File: config.mk
export PLATFORM = sky130hd
export DESIGN_NAME = rf_wb_arbiter
export DESIGN_NICKNAME = d
export VERILOG_FILES = /design/src/rtl/legv8_rf_pkg.sv /design/src/rtl/rf_wb_age_fsm.sv /design/src/rtl/rf_wb_arbiter.sv
export SDC_FILE = /design/constraint.sdc
export NUM_CORES = 1
export LEC_CHECK = 0
export ABC_AREA = 1
export BUFFER_PORTS_ARGS = -buffer_cell sky130_fd_sc_hd__buf_4
export CAP_MARGIN = 20
export CORE_ASPECT_RATIO = 0.9
export CORE_MARGIN = 5
export CORE_UTILIZATION = 49
export CTS_CLUSTER_DIAMETER = 150
export CTS_CLUSTER_SIZE = 25
export DETAILED_ROUTE_END_ITERATION = 7
export GPL_ROUTABILITY_DRIVEN = 0
export PLACE_DENSITY = 0.9
export SLEW_MARGIN = 20
export SYNTH_ARGS = -nofsm -noshare
export SYNTH_HDL_FRONTEND = slang
export SYNTH_SLANG_ARGS = --single-unit
File: constraint.sdc
create_clock -name clk -period 3.3 [get_ports clk]
set_clock_uncertainty 0.1 [all_clocks]
set_input_delay 0.495 -clock clk [delete_from_list [all_inputs] [get_ports clk]]
set_output_delay 0.495 -clock clk [all_outputs]
set_load 0.03 [all_outputs]
File: src/rtl/legv8_rf_pkg.sv
// Shared definitions for the LEGv8 register-file writeback path:
// register-file geometry, the writeback request shape and the arbiter priority states.
package legv8_rf_pkg;

  localparam int DATA_W  = 64;
  localparam int ADDR_W  = 5;
  localparam int ZR_ADDR = 31;

  typedef struct packed {
    logic              valid;
    logic [ADDR_W-1:0] addr;
    logic [DATA_W-1:0] data;
  } wb_req_t;

  typedef enum logic {
    FAVOR_DFLT = 1'b0,
    FAVOR_AGED = 1'b1
  } age_state_t;

endpackage

File: src/rtl/rf_wb_age_fsm.sv
// Priority/aging FSM for the writeback arbiter: counts consecutive denials of the
// default loser and hands it one conflict win once it has waited MAX_WAIT cycles.
module rf_wb_age_fsm #(
  parameter bit PRIO_LD  = 1'b1,
  parameter int MAX_WAIT = 4
) (
  input  logic clk,
  input  logic rst_n,
  input  logic i_alu_valid,
  input  logic i_alu_ready,
  input  logic i_ld_valid,
  input  logic i_ld_ready,
  output logic o_favor_ld
);
  import legv8_rf_pkg::*;

  localparam int WAIT_W = $clog2(MAX_WAIT + 1);

  age_state_t        r_state;
  logic [WAIT_W-1:0] r_wait_cnt;
  age_state_t        w_state_nxt;
  logic [WAIT_W-1:0] w_wait_nxt;
  logic              w_loser_valid;
  logic              w_loser_ready;

  assign w_loser_valid = PRIO_LD ? i_alu_valid : i_ld_valid;
  assign w_loser_ready = PRIO_LD ? i_alu_ready : i_ld_ready;

  // State and wait counter registers.
  always_ff @(posedge clk or negedge rst_n) begin
    if (!rst_n) begin
      r_state    <= FAVOR_DFLT;
      r_wait_cnt <= '0;
    end else begin
      r_state    <= w_state_nxt;
      r_wait_cnt <= w_wait_nxt;
    end
  end

  // Next-state: age the loser while it is held off, release after its transfer.
  always_comb begin
    w_state_nxt = r_state;
    w_wait_nxt  = '0;
    case (r_state)
      FAVOR_DFLT: begin
        if (w_loser_valid && !w_loser_ready) begin
          if (r_wait_cnt + 1'b1 == WAIT_W'(MAX_WAIT)) begin
            w_state_nxt = FAVOR_AGED;
            w_wait_nxt  = '0;
          end else begin
            w_state_nxt = FAVOR_DFLT;
            w_wait_nxt  = r_wait_cnt + 1'b1;
          end
        end else begin
          w_state_nxt = FAVOR_DFLT;
          w_wait_nxt  = '0;
        end
      end
      FAVOR_AGED: begin
        if (w_loser_valid && w_loser_ready) begin
          w_state_nxt = FAVOR_DFLT;
        end else begin
          w_state_nxt = FAVOR_AGED;
        end
      end
      default: begin
        w_state_nxt = FAVOR_DFLT;
        w_wait_nxt  = '0;
      end
    endcase
  end

  // Output: which requester wins a conflict in the current state.
  always_comb begin
    o_favor_ld = PRIO_LD;
    case (r_state)
      FAVOR_DFLT: o_favor_ld = PRIO_LD;
      FAVOR_AGED: o_favor_ld = ~PRIO_LD;
      default:    o_favor_ld = PRIO_LD;
    endcase
  end

endmodule

File: src/rtl/rf_wb_arbiter.sv
// Arbitrates the single register-file write port between ALU and load writebacks,
// registers the winning write and counts conflict cycles.
module rf_wb_arbiter #(
  parameter int DATA_W   = legv8_rf_pkg::DATA_W,
  parameter int ADDR_W   = legv8_rf_pkg::ADDR_W,
  parameter int ZR_ADDR  = legv8_rf_pkg::ZR_ADDR,
  parameter bit PRIO_LD  = 1'b1,
  parameter int MAX_WAIT = 4,
  parameter int CNT_W    = 16
) (
  input  logic              clk,
  input  logic              rst_n,
  input  logic              alu_valid,
  input  logic [ADDR_W-1:0] alu_addr,
  input  logic [DATA_W-1:0] alu_data,
  output logic              alu_ready,
  input  logic              ld_valid,
  input  logic [ADDR_W-1:0] ld_addr,
  input  logic [DATA_W-1:0] ld_data,
  output logic              ld_ready,
  output logic              reg_write,
  output logic [ADDR_W-1:0] write_reg_address,
  output logic [DATA_W-1:0] wr_data,
  output logic [CNT_W-1:0]  conflict_count
);
  import legv8_rf_pkg::*;

  logic              w_favor_ld;
  logic              w_alu_ready;
  logic              w_ld_ready;
  logic              w_xfer;
  logic              w_both;
  wb_req_t           w_sel;
  logic              r_reg_write;
  logic [ADDR_W-1:0] r_addr;
  logic [DATA_W-1:0] r_data;
  logic [CNT_W-1:0]  r_conflict_count;

  rf_wb_age_fsm #(
    .PRIO_LD  (PRIO_LD),
    .MAX_WAIT (MAX_WAIT)
  ) u_age_fsm (
    .clk         (clk),
    .rst_n       (rst_n),
    .i_alu_valid (alu_valid),
    .i_alu_ready (w_alu_ready),
    .i_ld_valid  (ld_valid),
    .i_ld_ready  (w_ld_ready),
    .o_favor_ld  (w_favor_ld)
  );

  // Readies are held low while reset is asserted so nothing is accepted then.
  assign w_both      = alu_valid & ld_valid;
  assign w_ld_ready  = rst_n & ld_valid  & (~alu_valid | w_favor_ld);
  assign w_alu_ready = rst_n & alu_valid & (~ld_valid  | ~w_favor_ld);
  assign w_xfer      = w_ld_ready | w_alu_ready;

  // Grant mux: select the accepted request.
  always_comb begin
    w_sel = '0;
    if (w_ld_ready) begin
      w_sel = '{valid: 1'b1, addr: ld_addr, data: ld_data};
    end else if (w_alu_ready) begin
      w_sel = '{valid: 1'b1, addr: alu_addr, data: alu_data};
    end else begin
      w_sel = '0;
    end
  end

  // Output stage: one write pulse per transfer, XZR writes are suppressed.
  always_ff @(posedge clk or negedge rst_n) begin
    if (!rst_n) begin
      r_reg_write <= 1'b0;
      r_addr      <= '0;
      r_data      <= '0;
    end else begin
      r_reg_write <= w_xfer && (w_sel.addr != ADDR_W'(ZR_ADDR));
      if (w_xfer) begin
        r_addr <= w_sel.addr;
        r_data <= w_sel.data;
      end
    end
  end

  // Saturating count of cycles with both requesters valid.
  always_ff @(posedge clk or negedge rst_n) begin
    if (!rst_n) begin
      r_conflict_count <= '0;
    end else if (w_both && (r_conflict_count != {CNT_W{1'b1}})) begin
      r_conflict_count <= r_conflict_count + 1'b1;
    end
  end

  assign alu_ready         = w_alu_ready;
  assign ld_ready          = w_ld_ready;
  assign reg_write         = r_reg_write;
  assign write_reg_address = r_addr;
  assign wr_data           = r_data;
  assign conflict_count    = r_conflict_count;

endmodule
# ---- After elaboration in Yosys (flattened, before gate mapping)
# Index checks and enable logic that the tools add are counted.
dict set report totals {
  regBits 90
  latch_bits 0
  ramBits 0
  mem_bits_ro 0
  in_bits 142
  output_inout_bits 88
  word_cells 38
  n_memories 0
}
dict set report op_classes {
  addsub 2
  n_mul 0
  n_div 0
  order_cmp 0
  eq_ne 3
  shift 0
  mux 10
  bitwise 12
  reduce_logical 5
}
# op count
set op_table {}
lappend op_table {{two-way mux 69 bit} 2}
lappend op_table {{adder 16 x 1 -> 16 bit, second input constant} 1}
lappend op_table {{!= test 16 bit, second input constant} 1}
lappend op_table {{two-way mux 3 bit} 3}
lappend op_table {{bitwise AND 1 bit} 5}
lappend op_table {{!= test 5 bit, second input constant} 1}
lappend op_table {{logical AND 1 bit} 4}
lappend op_table {{inverter 1 bit} 4}
lappend op_table {{case mux 1 bit (2 select lines)} 2}
lappend op_table {{adder 3 x 1 -> 3 bit, second input constant} 1}
lappend op_table {{== test 3 bit, second input constant} 1}
lappend op_table {{two-way mux 1 bit} 3}
lappend op_table {{bitwise OR 1 bit} 3}
lappend op_table {{zero test 1 bit} 1}

# ---- Longest topological paths before layout
# Gate-level depths: netlist of run 1.
dict set report logic_depth {
  ltp_word 9
  ltp_mapped 9
  ltp_nobuf 9
}

# ---- Modules after synthesis
# Synthesis of run 1 repeated with hierarchy kept, for this count alone.
dict set report hier_totals {
  cells_unflattened 560
  area_unflattened_um2 4315.4
}
# module instances cells_each area_per_inst_um2 seq_area_each_um2
set modules_own_cells {}
lappend modules_own_cells {rf_wb_arbiter 1 534 4091.4 2152.1}
lappend modules_own_cells {rf_wb_age_fsm 1 26 224.0 100.1}

# ---- Worst setup path before layout of run 1
# OpenSTA, ideal clock, no wires.
dict set report synth_path {
  kind {reg2reg}
  startpoint {register r_conflict_count[0] (netlist: conflict_count[0])}
  endpoint {register r_conflict_count[9] (netlist: conflict_count[9])}
  setup_ns 0.118
  arrival_ns 1.559
  t_required_ns 3.082
  path_slack_ns 1.522
  stages_incl_launch_ff 10
  path_buffers 1
  synth_period_minus_slack_ns 1.778
  path_cell_list {dfrtp_1 -> ha_1 -> nand2_1 -> nor2_2 -> nand3_2 -> nand2_4 -> nand2_4 -> buf_6 -> nand2_2 -> o21ai_2}
}
dict set report synth_between {
  elab_chain_cells 2
  word_cells_on_any_way 3
  cone_classes {1 x add/sub; 1 x eq/ne; 1 x reduce/logical}
}
# item line
set synth_lines {}
lappend synth_lines {{start, declared} rf_wb_arbiter.sv:37} ;# logic [CNT_W-1:0] r_conflict_count;
lappend synth_lines {{start signal, assigned} rf_wb_arbiter.sv:90} ;# r_conflict_count <= r_conflict_count + 1'b1;
lappend synth_lines {{parallel branches: the longest is 2 deep, another holds adder 16 x 1 -> 16 bit} n/a}
# Several ways; the timed one is not identified.
# A chain may end at the register's enable or synchronous reset.

# ---- Worst setup path after layout of run 1
dict set report layout_path {
  startpoint {input port rst_n}
  endpoint {output port ld_ready}
}
dict set report layout_between {
  elab_chain_cells 2
}
# item line
set layout_lines {}
lappend layout_lines {{start, declared} rf_wb_arbiter.sv:12} ;# input logic rst_n,
lappend layout_lines {{bitwise AND 1 bit (2 in series)} rf_wb_arbiter.sv:54} ;# assign w_ld_ready = rst_n & ld_valid & (~alu_valid | w_favor_ld);
lappend layout_lines {{end, declared} rf_wb_arbiter.sv:20} ;# output logic ld_ready,
# Every way passes these cells.

==> results.txt, run 1 <==
RSZ-0062 raised after global routing: false
status: completed
clk slew on worst S/H paths: 0.09 ns
via count: 4,599
Min Clock Period, post-route: 2.55 ns
CTS max path bufs: 2
GR Overflow Total: 0
layout cell share with drive strength beyond 1: 35.4%
CTS root buffer: clkbuf_8
Synth Area per Inst: 7.92 um2
Setup WS post-layout: 0.752 ns
# setup viols final: 0
Die Height: 99.3 um
final layout net count: 916
hold path start: ld_data[60]
post-route ant nets: 0
Final Hold Vio Count: 0
Rows: 32
ratio of total power to cell area: 524 nW/um2
Seq/Total Area, Yosys: 51.9%
Total GRT Usage: 25.9%
CP arrival: 1.95 ns
Initial DRC Count: 242
Main synth FF type: dfrtp_1
fmax: 392 MHz
period utilization: 77.2%
top routing layer in use: met4
R2R depth: 8
wire length of the first global-routing pass: 22,300 um
Post-synth EDFFs: 0
final wirelength: 13,900 um
FILL cells: 635
Synth area leader: dfrtp_1
Die Span X: 109 um
top cell type's share of synthesized area: 51.9%
die area: 10,800 um2
diodes inserted: 0
hold path cells: 3
routed len/inst: 15.6 um
Worst path max stage delay: 0.57 ns
CTS tree: yes
M1 wire length: 4900 um
number of max-cap violations: 0
final core utilization: 73.4%
CP top delay family: buffers and inverters
RR Startpoint: conflict_count[0]$_DFFE_PN0P_
Final Max Tran Viols: 0
Critical Path End Type: output port
CP bufs+invs: 3
dpl cell area: 6120 um2
met3 WL post-DR: 1390 um
Netlist cell types: 25
Max FO, Critical Path: 13
Setup TNS: 0 ns
count leader, synth: nand2_1
CTS buffer count: 9
Reg2Reg Capture Point: conflict_count[7]$_DFFE_PN0P_
worst hold path type: in -> reg
Tot Pwr: 3.31 mW
Clock Sinks: 90
post-DR vias/cell: 5.14
Synthesized Nets: 693
drt pass-1 iters: 5
CP cell instances: dlygate4sd3_1 > buf_4 > nand2_1 > a21oi_4 > buf_4
H-tree Lvls: 3
largest net degree at the start of global routing: 86
Lkg Pwr: 3.37 nW
relative slew slack: 49.1%
Synth warnings: 0
synth top area cells: dfrtp_1, nand2_1, nand3_1, nor2_1, xor2_1
CP startpoint kind: input port
FF+latch count, synth: 90
CP required: 2.70 ns
drt drc: 0
worst-margin pin slew: 0.763 ns
Synth top cells by count: nand2_1, nand3_1, dfrtp_1, nor2_1, inv_1
Area Growth Syn to Fin: 45.7%
vias in the first global route: 4,801
register area: 2250 um2
Max IR drop VDD: 0.377 mV
Async SR Flop Fraction: 100%
hold path endpoint: wr_data[60]$_DFFE_PN0P_
Design Area, Final: 6320 um2
Placeable Area: 8610 um2
Post-Syn Area: 4340 um2
Critical Path Most Common Cell: buf_4
Slowest cell on crit path: dlygate4sd3_1
area of the multi-input gates: 1870 um2
Top-Level Pins: 230
DR WL met2: 7150 um
Worst-Skew Late Latency: 0.35 ns
Resize count post-CTS: 0
pre-CTS WS: 1.21 ns
Syn Inst Count: 548
Post-DP HPWL: 10,600 um
Crit Path Class: in -> out
Starting Density: 50.4%
FF-to-FF setup slack: 1.48 ns
antenna violations before repair: 0
IO buf count: 229
## per-layer routing
layer  global-route usage [%]  vias to the layer above
li1                         -                     2176
met5                        0                        -
met1                     28.7                     2147
met3                     8.70                       38
met4                     9.40                        0
met2                     46.1                      238
## timing repair
item / 4_1_cts / 5_1_grt
setup buffers: 0 / 0
hold endpoints to repair: 5 / 0
hold buffers: 1 / 0
## logic make-up after synthesis
family | Yosys count | synth area share (%)
DFF | 90 | 51.9
buffers and inverters | 43 | 5.19
and+or+nand+nor | 391 | 37.7
AOI/OAI and AO/OA | 13 | 2.71
adders and majority gates | 3 | 0.865
xor gates and xnor gates | 8 | 1.61
## registers in the layout, summed over array words and instances (netlist names)
signal	cells
reg_write	1
u_age_fsm.r_wait_cnt	3
conflict_count	16
wr_data	64
u_age_fsm.r_state	1
write_reg_address	5
## stage by stage
stage	std cells	hold WS [ns]
2_1_floorplan	548	0.0994
5_1_grt	894	0.227
3_5_place_dp	878	0.213
6_report	894	0.246
3_3_place_gp	878	0.212
4_1_cts	894	0.230
## layout by cell type, fill, tap and decap left out
master / Yosys / layout
clkbuf_8: 0 / 10
nor3_1: 2 / 2
buf_4: 8 / 232
nand2_1: 263 / 263
clkbuf_1: 5 / 1
o21ai_2: 7 / 7
nand2_4: 2 / 2
xor2_1: 8 / 8
nand3_2: 1 / 1
buf_12: 0 / 1
nor2_1: 19 / 19
o21ai_0: 3 / 3
nand3_1: 91 / 91
clkinvlp_4: 0 / 1
dfrtp_1: 90 / 90
a21oi_4: 1 / 2
inv_6: 0 / 1
ha_1: 3 / 3
or2_2: 1 / 1
buf_6: 3 / 1
nand2_2: 6 / 6
dlygate4sd3_1: 0 / 1
clkinv_2: 0 / 1
bufinv_16: 0 / 1
inv_2: 4 / 4
nor2_2: 2 / 2
inv_1: 16 / 16
o21ai_4: 1 / 1
nand4_1: 4 / 4
## worst reg2reg max path: stages, from the launching register on
cell and delay [ns]:
dfrtp_1 0.47, ha_1 0.25, nand2_1 0.08, nor2_2 0.12, nand3_2 0.13, nand2_4 0.14
nand2_4 0.20, nand2_1 0.16, o21ai_2 0.05
## area by class of cell
class                   count  area share (%)
multi-input cells         415            29.6
inverters                  20            1.19
repair buffers            235            28.2
clock inverters             4           0.811
flip-flops and latches     90            35.6
clock buffers              11            2.24
well taps                 119            2.36
## worst max path at each step
stage,from,to,slack [ns],cells after the start
after global routing,rst_n,ld_ready,0.69,5
final,rst_n,ld_ready,0.75,5
after global placement,rst_n,wr_data[55]$_DFFE_PN0P_,1.31,6
after CTS,rst_n,ld_ready,0.76,5
after floorplan,conflict_count[0]$_DFFE_PN0P_,conflict_count[9]$_DFFE_PN0P_,1.52,9
after detailed placement,rst_n,wr_data[1]$_DFFE_PN0P_,1.21,6
## report_power, final
part	switching (mW)	leakage (nW)	total (mW)	internal, mW
Sequential	0.141	1.14	1.41	1.27
Combinational	0.702	2.13	1.16	0.455
Clock	0.373	0.0958	0.742	0.369
Total	1.22	3.37	3.31	2.09
No activity file was read; power rests on OpenSTA's default activity.
==> run 2, diff against run 1 <==
ABC_AREA = 0   (was 1)
CORE_UTILIZATION = 40   (was 49)
PLACE_DENSITY = 0.81   (was 0.9)
clock period = 2.22 ns   (was 3.3 ns; I/O delays follow)
==> run 2 against run 1 <==
Against the previous run: combinational power rose by 24%; design area fell by 5.7%; die area grew 10%.
==> results.txt, run 2 <==
largest net degree at the start of global routing: 53
wire length of the first global-routing pass: 19,400 um
Die Height: 104 um
worst-margin pin slew: 0.636 ns
Setup TNS: 0 ns
CP arrival: 1.67 ns
Max IR drop VDD: 0.380 mV
Clock Sinks: 90
synth top area cells: dfrtp_1, nor2_1, o22ai_1, xor2_1, nand4_1
Tot Pwr: 4.47 mW
Final Max Tran Viols: 0
Crit Path Class: in -> out
Min Clock Period, post-route: 2.10 ns
switching share of power: 35.8%
Setup WS post-layout: 0.121 ns
vias in the first global route: 4,114
Synth top cells by count: nor2_1, dfrtp_1, o22ai_1, xor2_1
Seq/Total Area, Yosys: 57.0%
layout cell share with drive strength beyond 1: 41.4%
ratio of total power to cell area: 750 nW/um2
Die Span X: 115 um
P_sw: 1.60 mW
Area Growth Syn to Fin: 50.7%
GR Overflow Total: 0
FILL cells: 827
Post-DP HPWL: 9450 um
Int Power: 2.87 mW
CTS tree: yes
most common cell after layout, fill and taps aside: buf_4
Synth warnings: 0
worst hold path type: in -> reg
RSZ-0062 raised after global routing: false
fmax: 477 MHz
CTS buffer count: 9
CP startpoint kind: input port
Async SR Flop Fraction: 100%
commonest cells after routing, fill and taps aside: buf_4, nor2_1, dfrtp_1
Rows: 34
Design Area, Final: 5960 um2
Synth area leader: dfrtp_1
Max FO, Critical Path: 9
Post-Syn Area: 3950 um2
Starting Density: 40.9%
H-tree Lvls: 3
Syn Inst Count: 408
die area: 12,000 um2
Top-Level Pins: 230
Lkg Pwr: 2.93 nW
Initial DRC Count: 219
post-route ant nets: 0
CP required: 1.79 ns
relative slew slack: 57.6%
Gate power share: 32.2%
Final Hold Vio Count: 0
register share of total power: 46.0%
count leader, synth: nor2_1
Synth Area per Inst: 9.69 um2
CTS root buffer: clkbuf_8
IO buf count: 229
clock share of power: 21.8%
Critical Path End Type: output port
max reg flops: 64
Placeable Area: 9660 um2
number of max-cap violations: 0
post-DR vias/cell: 5.13
drt drc: 0
antenna violations before repair: 0
pre-CTS WS: 0.380 ns
Total GRT Usage: 19.8%
top cell type's share of synthesized area: 57.0%
FF+latch count, synth: 90
Worst-Skew Late Latency: 0.34 ns
status: completed
# setup viols final: 0
final wirelength: 12,300 um
drt pass-1 iters: 4
dpl cell area: 5780 um2
period utilization: 94.5%
Post-synth EDFFs: 0
clk slew on worst S/H paths: 0.10 ns
Netlist cell types: 42
CTS max path bufs: 2
final layout net count: 777
via count: 3,918
diodes inserted: 0
postcts setup bufs: 0
Main synth FF type: dfrtp_1
Synthesized Nets: 553
final hold slack: 0.117 ns
routed len/inst: 16.1 um
## run 2: layout make-up
class                      count  area (um2)  area share [%]
tap                          126         158            2.65
inverter                       9        46.3           0.777
sequential                    90        2250            37.8
multi-input combinational    283        1540            25.8
clock inverter                 6        42.5           0.714
clock buffer                  10         128            2.14
timing repair buffer         239        1800            30.1
## run 2: worst max-delay path, stage by stage
cell and delay, ns:
dlygate4sd3_1 0.54, buf_4 0.18, nand2_2 0.09, or2_4 0.30
clkinv_8 0.06, buf_4 0.15
## run 2: per-layer routing
| layer | up-vias | global-route usage [%] | part of all wire (%) |
|---|---|---|---|
| met2 | 184 | 34.2 | 51 |
| met3 | 19 | 4.19 | 8.6 |
| li1 | 1882 | - | - |
| met4 | 0 | 6.54 | 2.0 |
| met5 | - | 0 | 0 |
| met1 | 1833 | 24.5 | 38 |
## run 2: logic make-up (layout without fill, tap and decap cells)
group                      Yosys count  after routing  synth area share [%]
AOI/OAI and AO/OA                   90             90                  15.1
xor gates and xnor gates            12             12                  2.66
adders and majority gates            3              3                 0.949
buffers and inverters               35            264                  4.40
DFF                                 90             90                  57.0
muxes                                4              4                  1.14
and+or+nand+nor                    174            174                  18.8
## run 2: final timing paths
| check | slack, ns | to | startpoint | cells after the start |
|---|---|---|---|---|
| setup / recovery | 0.12 | alu_ready | rst_n | 6 |
| hold / removal | 0.12 | wr_data[21]$_DFFE_PN0P_ | alu_data[21] | 3 |
| setup reg to reg | 0.44 | conflict_count[3]$_DFFE_PN0P_ | conflict_count[0]$_DFFE_PN0P_ | 6 |
| hold reg to reg | 0.39 | u_age_fsm.r_wait_cnt[0]$_DFF_PN0_ | u_age_fsm.r_wait_cnt[0]$_DFF_PN0_ | 1 |
| max in group asynchronous | 0.39 | wr_data[32]$_DFFE_PN0P_ | rst_n | 4 |
| min in group asynchronous | 0.26 | u_age_fsm.r_state$_DFF_PN0_ | rst_n | 2 |
## run 2: what timing repair did
| action | in CTS | in global routing |
|---|---|---|
| setup endpoints to repair | 0 | 1 |
| resized for setup | 0 | 1 |
| hold endpoints to repair | 4 | 0 |
| hold buffers | 1 | 0 |
## run 2: power by group through the flow
stage | Clock, mW | Sequential, mW | Combinational, mW
floorplan | 0 | 2.49 | 0.321
global placement | 0 | 2.07 | 1.43
detailed placement | 0 | 2.08 | 1.46
CTS | 1.01 | 2.05 | 1.46
global route | 1.09 | 2.09 | 1.54
finish | 0.975 | 2.06 | 1.44
## run 2: metrics by stage
stage / util [%] / std cells
2_1_floorplan: - / 408
4_1_cts: 61.7 / 763
6_report: 61.7 / 763
3_3_place_gp: 59.8 / 746
3_5_place_dp: 59.8 / 746
5_1_grt: 61.7 / 763
==> run 3, diff against run 2 <==
RECOVER_POWER = 25   (was unset)
==> run 3 against run 2 <==
Against the previous run: via count fell by 0.23%; critical path depth unchanged; core utilization is 1.1 points lower; fmax about the same; global-route usage unchanged; sequential share of layout area up 0.70 points; first-iteration DRC count fell by 14%; design area decreased by 1.8%; sequential power barely moved; die area unchanged; clock-buffer cell count did not move.
==> results.txt, run 3 (synthesis results as in run 2) <==
Int Power: 2.81 mW
layout cell share with drive strength beyond 1: 36.9%
Worst path max stage delay: 0.54 ns
Starting Density: 40.9%
Initial DRC Count: 188
fmax: 477 MHz
worst-margin pin slew: 0.639 ns
Max FO, Critical Path: 9
P_sw: 1.60 mW
Gate power share: 31.4%
Final Instance Count excl. Fillers: 763
CP top delay family: buffers and inverters
ratio of total power to cell area: 754 nW/um2
Die Span X: 115 um
CP required: 1.79 ns
clock share of power: 22.1%
area of the multi-input gates: 1540 um2
GR Overflow Total: 0
CP startpoint: rst_n
period utilization: 94.5%
die area: 12,000 um2
Setup TNS: 0 ns
Min Clock Period, post-route: 2.10 ns
drt drc: 0
Design Area, Final: 5850 um2
register area: 2250 um2
Max IR drop VDD: 0.389 mV
register share of total power: 46.5%
CTS buffer count: 9
Area Growth Syn to Fin: 48.0%
drt pass-1 iters: 4
Final Max Tran Viols: 0
Crit Path Class: in -> out
CP startpoint kind: input port
wire length of the first global-routing pass: 19,400 um
CP bufs+invs: 4
RR Startpoint: conflict_count[0]$_DFFE_PN0P_
CP arrival: 1.67 ns
RSZ-0062 raised after global routing: false
most common cell after layout, fill and taps aside: buf_4
Critical Path End Type: output port
post-route ant nets: 0
diodes inserted: 0
Total GRT Usage: 19.8%
final layout net count: 777
GR Layer Usage met3: 4.19%
commonest cells after routing, fill and taps aside: buf_4, nor2_1, dfrtp_1
worst hold path type: in -> reg
FILL cells: 851
CP cell instances: dlygate4sd3_1 > buf_4 > nand2_2 > or2_4 > clkinv_8 > buf_4
routed len/inst: 16.1 um
Critical Path Most Common Cell: buf_4
max reg flops: 64
post-DR vias/cell: 5.12
largest net degree at the start of global routing: 53
Post-DP HPWL: 9450 um
most crowded layer after global routing: met2
# setup viols final: 0
Die Height: 104 um
clk slew on worst S/H paths: 0.10 ns
DP Cell Count: 746
met1 Usage GRT: 24.5%
CTS max path bufs: 2
number of max-cap violations: 0
via count: 3,909
status: completed
final wirelength: 12,300 um
Worst-Skew Late Latency: 0.34 ns
switching share of power: 36.2%
Top-Level Pins: 230
IO buf count: 229
Clock Sinks: 90
H-tree Lvls: 3
Lkg Pwr: 2.83 nW
Tot Pwr: 4.41 mW
vias in the first global route: 4,114
hold path start: alu_data[21]
CTS tree: yes
dpl cell area: 5780 um2
global-route track usage on met2: 34.2%
Rows: 34
Slowest cell on crit path: dlygate4sd3_1
CTS root buffer: clkbuf_8
antenna violations before repair: 0
relative slew slack: 57.4%
Final Hold Vio Count: 0
Placeable Area: 9660 um2
==> run 3: changes by cell type in the layout (fill, tap and decap cells not counted) <==
cell	change
clkbuf_1	+29
buf_4	-29
==> run 3: path summary, 6_finish.rpt <==
path                       slack, ns  depth (start not counted)                                 to
min reg2reg                     0.39                          1  u_age_fsm.r_wait_cnt[0]$_DFF_PN0_
max reg2reg                     0.44                          6      conflict_count[3]$_DFFE_PN0P_
max in group asynchronous       0.38                          4            wr_data[32]$_DFFE_PN0P_
min in group asynchronous       0.26                          2        u_age_fsm.r_state$_DFF_PN0_
min                             0.12                          3            wr_data[21]$_DFFE_PN0P_
max                             0.12                          6                          alu_ready
==> run 3: worst min-delay path: stages <==
cell and delay [ns]:
buf_4 0.08, nor2_1 0.03, nor2_1 0.08
==> run 3: final cells by class <==
type,instances,share of cell area [%]
clock inverter,6,0.727
inverter,9,0.791
timing repair buffer,239,28.8
multi-input combinational,283,26.3
clock buffer,10,2.18
sequential,90,38.5
tap,126,2.69
==> run 3: through the flow <==
stage | utilization [%] | hold WS, ns | worst slack, ns
6_report | 60.6 | 0.117 | 0.122
4_1_cts | 61.7 | 0.0977 | 0.00307
5_1_grt | 60.6 | 0.0975 | 0.0601
3_5_place_dp | 59.8 | 0.0655 | 0.380
3_3_place_gp | 59.8 | 0.0598 | 0.422
2_1_floorplan | - | -0.0626 | 0.353
==> run 3: power by group through the flow <==
stage          sequential (mW)  combinational, mW  clock [mW]
2_1_floorplan             2.49              0.321           0
3_3_place_gp              2.07               1.43           0
3_5_place_dp              2.08               1.46           0
4_1_cts                   2.05               1.46        1.01
5_1_grt                   2.08               1.48        1.09
6_report                  2.05               1.38       0.975
==> run 3: repair_timing <==
action                                  in CTS  in global routing
hold buffers                                 1                  0
gates resized for setup                      0                  1
endpoints found under the hold margin        4                  0
buffers inserted                             0                  0
endpoints found under the setup margin       0                  1
==> run 3: per-layer routing <==
metal,up-vias,share of wire (%)
met4,0,1.9
met1,1826,38
met3,19,8.6
met2,183,51
met5,-,0
li1,1881,-
